<file path="config.mk">
export PLATFORM = sky130hd
export DESIGN_NAME = sea_iter_core_flat
export DESIGN_NICKNAME = d
export VERILOG_FILES = /design/src/rtl/sea_iter_core_if.sv /design/src/rtl/sea_iter_core.sv /design/src/flat_wrapper.sv
export SDC_FILE = /design/constraint.sdc
export NUM_CORES = 1
export LEC_CHECK = 0
export ABC_AREA = 1
export CAP_MARGIN = 10
export CORE_ASPECT_RATIO = 1.1
export CORE_MARGIN = 4
export CORE_UTILIZATION = 57
export CTS_BUF_LIST = sky130_fd_sc_hd__clkbuf_8
export DETAILED_ROUTE_END_ITERATION = 6
export PLACE_DENSITY = 0.8
export REMOVE_ABC_BUFFERS = 1
export SLEW_MARGIN = 15
export SYNTH_ARGS = -nofsm -noshare
export SYNTH_HDL_FRONTEND = slang
export SYNTH_SLANG_ARGS = --single-unit
export TNS_END_PERCENT = 30
</file>
<file path="constraint.sdc">
create_clock -name clk -period 3.6 [get_ports clk]
set_input_delay 0.54 -clock clk [delete_from_list [all_inputs] [get_ports clk]]
set_output_delay 0.54 -clock clk [all_outputs]
set_load 0.02 [all_outputs]
</file>
<file path="src/rtl/sea_iter_core_if.sv">
// Request/response bundle for the iterative Feistel block cipher core.
// master drives a request (in_*) and the out_ready acceptance; slave is the core side.
// Ports: in_valid/in_ready/in_mode/in_data/in_key, out_valid/out_ready/out_data.
interface sea_iter_core_if #(
   parameter int N = 96
);
   logic         in_valid;
   logic         in_ready;
   logic         in_mode;
   logic [N-1:0] in_data;
   logic [N-1:0] in_key;
   logic         out_valid;
   logic         out_ready;
   logic [N-1:0] out_data;

   modport master (
      output in_valid, in_mode, in_data, in_key, out_ready,
      input  in_ready, out_valid, out_data
   );

   modport slave (
      input  in_valid, in_mode, in_data, in_key, out_ready,
      output in_ready, out_valid, out_data
   );
endinterface

</file>
<file path="src/rtl/sea_iter_core.sv">
// Iterative Feistel block cipher (encrypt/decrypt), one round or key step per cycle.
// Latency: accept edge to out_valid is NR+1 cycles (encrypt) or 2*NR+1 cycles (decrypt, incl. key expansion).
// Backpressure: one request in flight; in_ready only in IDLE, result held in DONE until out_ready.
// Ports: clk, rst (sync, active-high), io (sea_iter_core_if.slave), busy (state is not IDLE).
// Optional: define SEA_KEY_CACHE_EN to cache the last decrypt key and its fully expanded key state,
// so a repeated decrypt key skips the key expansion phase.
module sea_iter_core #(
   parameter int N  = 96,
   parameter int B  = 8,
   parameter int NR = 16
) (
   input  logic               clk,
   input  logic               rst,
   sea_iter_core_if.slave     io,
   output logic               busy
);
   localparam int H  = N / 2;
   localparam int NB = H / B;
   localparam logic [7:0] NR_C = 8'(NR);

   typedef enum logic [1:0] {IDLE, KEXP, ROUND, DONE} state_t;

   state_t         state_q, state_d;
   logic [7:0]     cnt_q, cnt_d;
   logic           mode_q, mode_d;
   logic [H-1:0]   l_q, l_d, r_q, r_d;
   logic [H-1:0]   kl_q, kl_d, kr_q, kr_d;

`ifdef SEA_KEY_CACHE_EN
   logic [N-1:0]   ck_key_q, ck_key_d;
   logic [H-1:0]   ck_kl_q, ck_kl_d, ck_kr_q, ck_kr_d;
   logic           ck_vld_q, ck_vld_d;
   logic           ck_hit;
`endif

   // 3-bit S-box applied per bit column of each 3-word group
   function automatic logic [2:0] sbox3(input logic [2:0] v);
      case (v)
         3'd0:    return 3'd0;
         3'd1:    return 3'd5;
         3'd2:    return 3'd6;
         3'd3:    return 3'd7;
         3'd4:    return 3'd4;
         3'd5:    return 3'd3;
         3'd6:    return 3'd1;
         default: return 3'd2;
      endcase
   endfunction

   // Round function: word-wise add, bit-sliced S-box over word triples, rotate words up by one
   function automatic logic [H-1:0] f_fn(input logic [H-1:0] x, input logic [H-1:0] c);
      logic [H-1:0] a;
      logic [H-1:0] s;
      logic [H-1:0] o;
      logic [2:0]   v;
      a = '0;
      s = '0;
      o = '0;
      for (int w = 0; w < NB; w++) begin
         a[w*B +: B] = x[w*B +: B] + c[w*B +: B];
      end
      for (int g = 0; g < NB/3; g++) begin
         for (int j = 0; j < B; j++) begin
            // bit j of word 3g is the S-box input lsb, word 3g+2 the msb
            v = sbox3({a[(3*g+2)*B+j], a[(3*g+1)*B+j], a[(3*g)*B+j]});
            s[(3*g)*B+j]   = v[0];
            s[(3*g+1)*B+j] = v[1];
            s[(3*g+2)*B+j] = v[2];
         end
      end
      for (int w = 0; w < NB; w++) begin
         o[((w+1)%NB)*B +: B] = s[w*B +: B];
      end
      return o;
   endfunction

   // Data path F: encrypt feeds R with round key KR, decrypt feeds L with KL
   // (in the decrypt direction KL of key state i equals the round key K_i).
   logic [H-1:0] fd_x, fd_c, fd;
   // Key path F: forward steps use KR; backward steps during decrypt rounds use KL.
   logic [H-1:0] fk_x, fk;

   assign fd_x = mode_q ? l_q  : r_q;
   assign fd_c = mode_q ? kl_q : kr_q;
   assign fd   = f_fn(fd_x, fd_c);
   assign fk_x = (state_q == ROUND && mode_q) ? kl_q : kr_q;
   assign fk   = f_fn(fk_x, {{(H-8){1'b0}}, cnt_q});

`ifdef SEA_KEY_CACHE_EN
   assign ck_hit = ck_vld_q && (io.in_key == ck_key_q);
`endif

   assign io.in_ready  = (state_q == IDLE);
   assign io.out_valid = (state_q == DONE);
   assign io.out_data  = (state_q == DONE) ? {l_q, r_q} : '0;
   assign busy         = (state_q != IDLE);

   always_comb begin
      state_d = state_q;
      cnt_d   = cnt_q;
      mode_d  = mode_q;
      l_d     = l_q;
      r_d     = r_q;
      kl_d    = kl_q;
      kr_d    = kr_q;
`ifdef SEA_KEY_CACHE_EN
      ck_key_d = ck_key_q;
      ck_kl_d  = ck_kl_q;
      ck_kr_d  = ck_kr_q;
      ck_vld_d = ck_vld_q;
`endif
      case (state_q)
         IDLE: begin
            if (io.in_valid) begin
               l_d    = io.in_data[N-1:H];
               r_d    = io.in_data[H-1:0];
               kl_d   = io.in_key[N-1:H];
               kr_d   = io.in_key[H-1:0];
               mode_d = io.in_mode;
               cnt_d  = 8'd1;
               if (!io.in_mode) begin
                  state_d = ROUND;
               end else begin
`ifdef SEA_KEY_CACHE_EN
                  if (ck_hit) begin
                     state_d = ROUND;
                     cnt_d   = NR_C;
                     kl_d    = ck_kl_q;
                     kr_d    = ck_kr_q;
                  end else begin
                     // Entry becomes valid only once this expansion completes;
                     // an aborted expansion leaves the cache empty.
                     state_d  = KEXP;
                     ck_key_d = io.in_key;
                     ck_vld_d = 1'b0;
                  end
`else
                  state_d = KEXP;
`endif
               end
            end
         end
         KEXP: begin
            kl_d = kr_q;
            kr_d = kl_q ^ fk;
            if (cnt_q == NR_C) begin
               state_d = ROUND;
`ifdef SEA_KEY_CACHE_EN
               ck_kl_d  = kr_q;
               ck_kr_d  = kl_q ^ fk;
               ck_vld_d = 1'b1;
`endif
            end else begin
               cnt_d = cnt_q + 8'd1;
            end
         end
         ROUND: begin
            if (!mode_q) begin
               l_d  = r_q;
               r_d  = l_q ^ fd;
               kl_d = kr_q;
               kr_d = kl_q ^ fk;
               if (cnt_q == NR_C) state_d = DONE;
               else               cnt_d   = cnt_q + 8'd1;
            end else begin
               r_d  = l_q;
               l_d  = r_q ^ fd;
               kr_d = kl_q;
               kl_d = kr_q ^ fk;
               if (cnt_q == 8'd1) state_d = DONE;
               else               cnt_d   = cnt_q - 8'd1;
            end
         end
         DONE: begin
            if (io.out_ready) state_d = IDLE;
         end
      endcase
   end

   always_ff @(posedge clk) begin
      if (rst) begin
         state_q <= IDLE;
         cnt_q   <= '0;
         mode_q  <= 1'b0;
         l_q     <= '0;
         r_q     <= '0;
         kl_q    <= '0;
         kr_q    <= '0;
`ifdef SEA_KEY_CACHE_EN
         ck_key_q <= '0;
         ck_kl_q  <= '0;
         ck_kr_q  <= '0;
         ck_vld_q <= 1'b0;
`endif
      end else begin
         state_q <= state_d;
         cnt_q   <= cnt_d;
         mode_q  <= mode_d;
         l_q     <= l_d;
         r_q     <= r_d;
         kl_q    <= kl_d;
         kr_q    <= kr_d;
`ifdef SEA_KEY_CACHE_EN
         ck_key_q <= ck_key_d;
         ck_kl_q  <= ck_kl_d;
         ck_kr_q  <= ck_kr_d;
         ck_vld_q <= ck_vld_d;
`endif
      end
   end
endmodule

</file>
<file path="src/flat_wrapper.sv">
// flat-port wrapper written by rule: the top's interface ports become plain ports
module sea_iter_core_flat 
#(
   parameter int N  = 96,
   parameter int B  = 8,
   parameter int NR = 16
)
  (clk, rst, busy, io_in_valid, io_in_mode, io_in_data, io_in_key, io_out_ready, io_in_ready, io_out_valid, io_out_data);
  sea_iter_core_if #(.N(N)) io_i ();
  input  logic clk;
  input  logic rst;
  output logic busy;
  input wire logic [$bits(io_i.in_valid)-1:0] io_in_valid;
  input wire logic [$bits(io_i.in_mode)-1:0] io_in_mode;
  input wire logic [$bits(io_i.in_data)-1:0] io_in_data;
  input wire logic [$bits(io_i.in_key)-1:0] io_in_key;
  input wire logic [$bits(io_i.out_ready)-1:0] io_out_ready;
  output wire logic [$bits(io_i.in_ready)-1:0] io_in_ready;
  output wire logic [$bits(io_i.out_valid)-1:0] io_out_valid;
  output wire logic [$bits(io_i.out_data)-1:0] io_out_data;
  assign io_i.in_valid = io_in_valid;
  assign io_i.in_mode = io_in_mode;
  assign io_i.in_data = io_in_data;
  assign io_i.in_key = io_in_key;
  assign io_i.out_ready = io_out_ready;
  assign io_in_ready = io_i.in_ready;
  assign io_out_valid = io_i.out_valid;
  assign io_out_data = io_i.out_data;
  sea_iter_core #(.N(N), .B(B), .NR(NR)) u_core (.clk(clk), .rst(rst), .io(io_i), .busy(busy));
endmodule
</file>
==> flow_metrics.env, run 1 <==
export IMPL_cts_buffers=40
export IMPL_cp_data_arrival_time_ns=3.84
export IMPL_synth_common_cells="1258 x nand2_1, 373 x nor2_1, 370 x inv_1"
export IMPL_vdd_drop_max_v=0.00131
export IMPL_synth_top_cell_area_share_pct=23.9
export IMPL_hold_viol=0
export IMPL_cts_sinks=203
export IMPL_ys_flop_type="dfxtp_1"
export IMPL_hp_start="rst"
export IMPL_hold_buffers=0
export IMPL_wire_per_inst_um=15.8
export IMPL_grt_pass1_vias=22100
export IMPL_gp_congestion=0.930
export IMPL_yosys_area_top_type="nand2_1"
export IMPL_rows=71
export IMPL_setup_viol=0
export IMPL_period_needed_ns=3.34
export IMPL_power_density_mw_per_mm2=965
export IMPL_clock_root_buffer="clkbuf_8"
export IMPL_yosysMostFrequentCell="nand2_1"
export IMPL_status="complete, but fails checks"
export IMPL_grt_overflow_total=0
export IMPL_drv_slew=0
export IMPL_worst_pin_slew_ns=0.992
export IMPL_yosysSeqAreaShare_pct=20.6
export IMPL_crit_type="flop to flop"
export IMPL_final_util_pct=69.3
export IMPL_drt_pass1_iter_count=7
export IMPL_maxCapViolations=0
export IMPL_path_max_fanout=27
export IMPL_setup_tns_final_ns=0
export IMPL_regArea_mm2=0.00407
export IMPL_synth_cell_types=47
export IMPL_fmax_ghz=0.299
export IMPL_violations="DRC"
export IMPL_cp_slowest_cell="o21ai_0"
export IMPL_crit_chain="inv_2 > ha_4 > nand2_8 > inv_8 > o21ai_0 > ha_1 > nand2_1 > inv_1 > a21oi_1 > nand2_1 > nand2_1 > nand3b_1 > nand2_1 > nand2_1 > nand2_1 > nand3_1 > nand2_1 > nand2_1 > a21oi_1"
export IMPL_cp_start_kind="flop"
export IMPL_grt_use_total_pct=34.0
export IMPL_power_leakage_nw=11.1
export IMPL_route_detailed_drc=4
export IMPL_vias=24100
export IMPL_nets=4054
export IMPL_wl_um=67300
export IMPL_r2r_start="u_core.state_q[0]$_SDFFE_PP0P_"
export IMPL_rr_endpoint="u_core.kl_q[31]$_SDFFE_PP0P_"
export IMPL_insertion_delay_ns=0.58
export IMPL_syn_area_mm2=0.0198
export IMPL_end_kind="flop"
export IMPL_cpPeakStageDelay_ns=0.58
export IMPL_layout_drive_gt1_share_pct=3.62
export IMPL_htree_levels=2
export IMPL_vias_per_cell=5.67
export IMPL_ctsResizeCount=0
export IMPL_yosys_warnings=0
export IMPL_die_area_mm2=0.0377
export IMPL_max_slew_margin_pct=33.9
export IMPL_ioPinCount=296
export IMPL_period_share_pct=92.9
export IMPL_ys_top_cells_by_area="nand2_1 24%, dfxtp_1 21%, a21oi_1 7.7%"
export IMPL_worstPathRequired_ns=4.10
export IMPL_multi_input_area_mm2=0.0135
export IMPL_ys_ff_latch=203
export IMPL_cts_max_path_buffers=3
export IMPL_tritoncts="yes"
export IMPL_hold_end="u_core.kl_q[17]$_SDFFE_PP0P_"
export IMPL_die_h_um=203
export IMPL_initialDrtViolationCount=2296
export IMPL_worstHoldPathType="input port to flop"
export IMPL_antenna_found_initial=2
export IMPL_rsz0062_at_grt="no"
export IMPL_start_util_pct=57.8
export IMPL_async_flop_share_pct=0
export IMPL_worstRegToRegCells=19
export IMPL_core_mm2=0.0342
export IMPL_portBuffers=295
export IMPL_syn_mean_instance_area_um2=5.48
export IMPL_finalClockSkew_ns=0.0194
export IMPL_area_delta_synth_final_pct=19.9
export IMPL_r2r_setup_slack_ns=0.26
export IMPL_grt_max_degree=159
export IMPL_grt_pass1_wl_um=107000
export IMPL_whs_path_depth=2
export IMPL_n_fill_cell=3177
export IMPL_synth_enable_flop_cells=0
export IMPL_cts_setup_buffers=0
export IMPL_syn_inst=3604
export IMPL_dp_hpwl_um=47900
export IMPL_path_clk_slew_ns=0.06
export IMPL_antenna_left=0
export IMPL_die_x_um=186
export IMPL_cpMostUsedCell="nand2_1"
-- how the worst max path moves through the flow --
stage,startpoint,end,slack [ns]
floorplan,u_core.mode_q$_SDFFE_PP0P_,u_core.l_q[2]$_SDFFE_PP0P_,-8.06
global placement,u_core.state_q[0]$_SDFFE_PP0P_,u_core.kl_q[20]$_SDFFE_PP0P_,0.37
detailed placement,u_core.state_q[0]$_SDFFE_PP0P_,u_core.kl_q[31]$_SDFFE_PP0P_,0.23
CTS,u_core.state_q[0]$_SDFFE_PP0P_,u_core.kl_q[31]$_SDFFE_PP0P_,0.21
global route,u_core.mode_q$_SDFFE_PP0P_,u_core.r_q[23]$_SDFFE_PP0P_,0.002
finish,u_core.state_q[0]$_SDFFE_PP0P_,u_core.kl_q[31]$_SDFFE_PP0P_,0.26
-- report_power, final --
| part | switching (W) | internal (W) |
|---|---|---|
| clock network | 0.00108 | 0.00122 |
| registers | 0.00103 | 0.00312 |
| logic | 0.0109 | 0.00555 |
-- metal layers --
metal  up-vias  part of all wire (%)  track usage [%]
met3       189                   9.5             4.99
met1     10900                    40             43.8
met5         -                 0.019                0
met4         2                   4.6             16.0
met2      1151                    46             55.9
li1      11900                     -                -
-- through the flow --
step	hold slack, ns	instances	instance area (µm²)	worst slack, ns	power, W
finish	0.479	4255	23700	0.256	0.0229
global route	0.498	4255	23700	0.00238	0.0251
CTS	0.470	4254	23700	0.214	0.0226
detailed placement	0.470	4186	22900	0.231	0.0202
global placement	0.455	4186	22900	0.371	0.0196
floorplan	0.439	3409	18900	-8.06	0.0159
-- registers in the layout, summed over array words and instances, names as in the netlist --
register and flops:
u_core.mode_q 1, u_core.l_q 48, u_core.kl_q 48, u_core.cnt_q 8, u_core.kr_q 48, u_core.state_q 2
u_core.r_q 48
-- cell families (layout without fill, tap and decap cells) --
group	Yosys count	in the layout	share of synthesized area [%]
compound gates	680	680	18.9
xor+xnor	79	79	3.54
fa+ha+maj	67	67	4.51
buf+inv	576	788	11.5
flops	203	203	20.6
other cells	0	1	0
simple gates	1999	1999	41.0
-- final cells by class --
type | count | area share (%)
diodes | 1 | 0.0106
clock buffers | 49 | 2.85
clock inverters | 19 | 0.333
inverters | 381 | 6.08
multi-input cells | 2825 | 56.9
flip-flops and latches | 203 | 17.2
well taps | 438 | 2.31
repair buffers | 339 | 14.3
-- critical path, delay by kind of cell (launching register included) --
| kind | cells | cell delay (ns) |
|---|---|---|
| compound gates | 3 | 0.97 |
| buf+inv | 3 | 0.23 |
| flops | 1 | 0.37 |
| fa+ha+maj | 2 | 0.58 |
| simple gates | 11 | 1.09 |
-- layout by cell type (no fill, tap or decap), types with 21 or more instances in the layout --
cell type,netlist,routed
nand2_1,1258,1257
inv_1,370,385
nor2_1,373,373
a21oi_1,303,303
clkdlybuf4s50_1,0,294
nand3_1,282,282
dfxtp_1,203,201
o21ai_0,194,192
o21ai_1,71,73
xor2_1,64,64
ha_1,60,57
clkbuf_8,0,49
nand4_1,45,45
o211ai_1,39,39
buf_4,5,35
a211o_1,26,26
nand3b_1,21,21
No activity file was read; power rests on OpenSTA's default activity.
==> run 2: changes to the inputs <==
--- a/config.mk
+++ b/config.mk
@@ -5,14 +5,14 @@
 export SDC_FILE = /design/constraint.sdc
 export NUM_CORES = 1
 export LEC_CHECK = 0
-export ABC_AREA = 1
+export ABC_AREA = 0
 export CAP_MARGIN = 10
 export CORE_ASPECT_RATIO = 1.1
 export CORE_MARGIN = 4
-export CORE_UTILIZATION = 57
+export CORE_UTILIZATION = 45
 export CTS_BUF_LIST = sky130_fd_sc_hd__clkbuf_8
 export DETAILED_ROUTE_END_ITERATION = 6
-export PLACE_DENSITY = 0.8
+export PLACE_DENSITY = 0.66
 export REMOVE_ABC_BUFFERS = 1
 export SLEW_MARGIN = 15
 export SYNTH_ARGS = -nofsm -noshare
==> run 2 against run 1 <==
  * The flow now finishes without violations
  * Combinational power fell by 9.8%
  * Die area grew 20%
  * Fmax is 6.3% lower
  * First-iteration DRC count down 23%
  * Core utilization is 13 points lower
  * Global-route usage fell by 4.5 points
  * Design area fell by 2.4%
  * Sequential cell count unchanged
  * Sequential power grew 16%
  * Clock-buffer cell count down 2
  * Clock skew up 0.016 ns
  * Routed wire length increased by 5.2%
==> flow_metrics.env, run 2 <==
export IMPL_status="finished, final reports clean"
export IMPL_die_x_um=203
export IMPL_wire_per_inst_um=21.0
export IMPL_power_leakage_nw=8.69
export IMPL_layout_commonest_cell="clkdlybuf4s50_1"
export IMPL_wl_um=70800
export IMPL_tritoncts="yes"
export IMPL_yosys_area_top_type="dfxtp_1"
export IMPL_fmax_ghz=0.280
export IMPL_whs_path_depth=2
export IMPL_area_delta_synth_final_pct=23.0
export IMPL_grt_pass1_wl_um=109000
export IMPL_rsz0062_at_grt="yes"
export IMPL_dp_hpwl_um=50200
export IMPL_synth_top_cell_area_share_pct=21.6
export IMPL_antenna_found_initial=2
export IMPL_cp_start_kind="flop"
export IMPL_grt_use_total_pct=29.6
export IMPL_worst_pin_slew_ns=1.01
export IMPL_whs_ns=0.355
export IMPL_n_fill_cell=3872
export IMPL_syn_area_mm2=0.0188
export IMPL_fin_cells=3379
export IMPL_worstRegToRegCells=11
export IMPL_synth_enable_flop_cells=0
export IMPL_layout_common_cells="294 x clkdlybuf4s50_1, 273 x nor2_1, 271 x a21oi_1, 243 x nand2_1, 201 x dfxtp_1"
export IMPL_htree_levels=2
export IMPL_yosysSeqAreaShare_pct=21.6
export IMPL_core_mm2=0.0413
export IMPL_die_h_um=222
export IMPL_path_clk_slew_ns=0.06
export IMPL_cp_data_arrival_time_ns=4.02
export IMPL_vdd_drop_max_v=0.000630
export IMPL_setup_viol=0
export IMPL_grt_pass1_vias=19500
export IMPL_ys_ff_latch=203
export IMPL_period_needed_ns=3.57
export IMPL_cts_buffers=41
export IMPL_drv_slew=0
export IMPL_vias=20700
export IMPL_cts_sinks=203
export IMPL_grt_max_degree=118
export IMPL_gp_congestion=0.922
export IMPL_drt_pass1_iter_count=6
export IMPL_final_util_pct=56.0
export IMPL_layout_drive_gt1_share_pct=9.72
export IMPL_ioPinCount=296
export IMPL_route_detailed_drc=0
export IMPL_antenna_left=0
export IMPL_yosys_warnings=0
export IMPL_vias_per_cell=6.13
export IMPL_die_area_mm2=0.0451
export IMPL_finalClockSkew_ns=0.0356
export IMPL_max_slew_margin_pct=32.5
export IMPL_dp_cells=3308
export IMPL_rows=78
export IMPL_ys_top_cells_by_area="dfxtp_1 22%, a21oi_1 7.4%, nor2_1 5.5%"
export IMPL_setup_tns_final_ns=0
export IMPL_crit_chain="buf_6 > buf_12 > mux2_2 > ha_1 > a21oi_1 > nand3_1 > a31oi_1 > xnor2_1 > mux2i_1 > a21boi_0 > o31a_1"
export IMPL_nets=3057
export IMPL_ys_flop_type="dfxtp_1"
export IMPL_hold_buffers=0
export IMPL_synth_common_cells="276 x a21oi_1, 274 x nor2_1, 244 x nand2_1"
export IMPL_worstHoldPathType="input port to flop"
export IMPL_async_flop_share_pct=0
export IMPL_end_kind="flop"
export IMPL_insertion_delay_ns=0.60
export IMPL_grt_overflow_total=0
export IMPL_hold_viol=0
export IMPL_path_max_fanout=43
export IMPL_portBuffers=295
export IMPL_syn_mean_instance_area_um2=7.18
export IMPL_period_share_pct=99.1
export IMPL_maxCapViolations=0
export IMPL_clock_root_buffer="clkbuf_8"
export IMPL_start_util_pct=45.5
export IMPL_worstPathRequired_ns=4.05
export IMPL_cp_slowest_cell="mux2_2"
export IMPL_initialDrtViolationCount=1777
export IMPL_layout_setup_ws_ns=0.0312
export IMPL_dp_slack_ns=0.00166
export IMPL_syn_inst=2615
export IMPL_crit_type="flop to flop"
export IMPL_yosysMostFrequentCell="a21oi_1"
export IMPL_synth_cell_types=72
export IMPL_power_density_mw_per_mm2=950
export IMPL_cpPeakStageDelay_ns=0.45
export IMPL_cts_max_path_buffers=3
==> run 2: cell types whose count changed in the layout (fill, tap and decap cells not counted), sizes merged, moves of 62 or more <==
cell,change
and2,+106
inv,-334
mux2,+91
nand2,-1014
nand3,-232
nor2,-100
nor3,+62
o21ai,-130
xnor2,+93
==> run 2: final timing paths <==
path | start | to | slack [ns]
max reg2reg | u_core.mode_q$_SDFFE_PP0P_ | u_core.r_q[47]$_SDFFE_PP0P_ | 0.03
max | u_core.mode_q$_SDFFE_PP0P_ | u_core.r_q[47]$_SDFFE_PP0P_ | 0.03
min reg2reg | u_core.l_q[12]$_SDFFE_PP0P_ | u_core.l_q[12]$_SDFFE_PP0P_ | 0.50
min | rst | u_core.cnt_q[5]$_SDFFE_PP0P_ | 0.35
==> run 2: repair_timing <==
action,in CTS,in global routing
resized for setup,1,18
setup buffers,1,1
setup endpoints to repair,2,41
==> run 2: power by group <==
| group | leakage (nW) | internal, W | switching (W) | total, W |
|---|---|---|---|---|
| registers | 1.67 | 0.00317 | 0.00167 | 0.00484 |
| clock network | 0.442 | 0.00117 | 0.00110 | 0.00227 |
| logic | 6.58 | 0.00611 | 0.00872 | 0.0148 |
| total | 8.69 | 0.0105 | 0.0115 | 0.0219 |
==> run 2: kinds of logic (layout without fill, tap and decap cells) <==
kind of cell	Yosys count	after routing	synth area share, %
xor+xnor	170	170	8.00
buf+inv	291	494	6.09
compound gates	803	803	27.3
simple gates	943	943	24.2
flops	203	203	21.6
mux	138	138	8.09
fa+ha+maj	67	67	4.74
other cells	0	1	0
==> run 2: routing by layer <==
layer | vias up | track usage (%) | wire (µm) | part of all wire (%)
met5 | - | 0 | 13 | 0.018
met4 | 2 | 11.4 | 2810 | 4.0
met3 | 173 | 4.41 | 5910 | 8.3
met2 | 974 | 47.2 | 32100 | 45
met1 | 9763 | 40.3 | 30000 | 42
li1 | 9792 | - | - | -
==> run 2: critical path: cells and delay by family, from the launching register on <==
kind / cells / cell delay (ns)
AOI/OAI and AO/OA: 4 / 1.00
buffers and inverters: 2 / 0.44
DFF: 1 / 0.42
adders and majority gates: 1 / 0.42
muxes: 2 / 0.72
and+or+nand+nor: 1 / 0.19
xor gates and xnor gates: 1 / 0.16
==> run 2: layout make-up <==
type / instances / area (µm²) / share of cell area (%)
antenna: 1 / 2.50 / 0.0108
clock buffer: 47 / 647 / 2.80
clock inverter: 21 / 85.1 / 0.368
inverter: 45 / 169 / 0.731
multi-input combinational: 2121 / 13700 / 59.4
sequential: 203 / 4070 / 17.6
tap: 560 / 701 / 3.03
timing repair buffer: 381 / 3720 / 16.1
==> run 2: stage by stage <==
stage | instance area [µm²] | total power (W)
2_1_floorplan | 17800 | 0.0147
3_3_place_gp | 22300 | 0.0189
5_1_grt | 23100 | 0.0237
3_5_place_dp | 22300 | 0.0192
6_report | 23100 | 0.0219
4_1_cts | 23000 | 0.0216
==> run 3: changes to the inputs <==
--- a/config.mk
+++ b/config.mk
@@ -14,7 +14,6 @@
 export DETAILED_ROUTE_END_ITERATION = 6
 export PLACE_DENSITY = 0.66
 export REMOVE_ABC_BUFFERS = 1
-export SLEW_MARGIN = 15
 export SYNTH_ARGS = -nofsm -noshare
 export SYNTH_HDL_FRONTEND = slang
 export SYNTH_SLANG_ARGS = --single-unit
==> results of run 3 <==
Same layout as run 2: the final DEF is identical, and so are final timing and power.
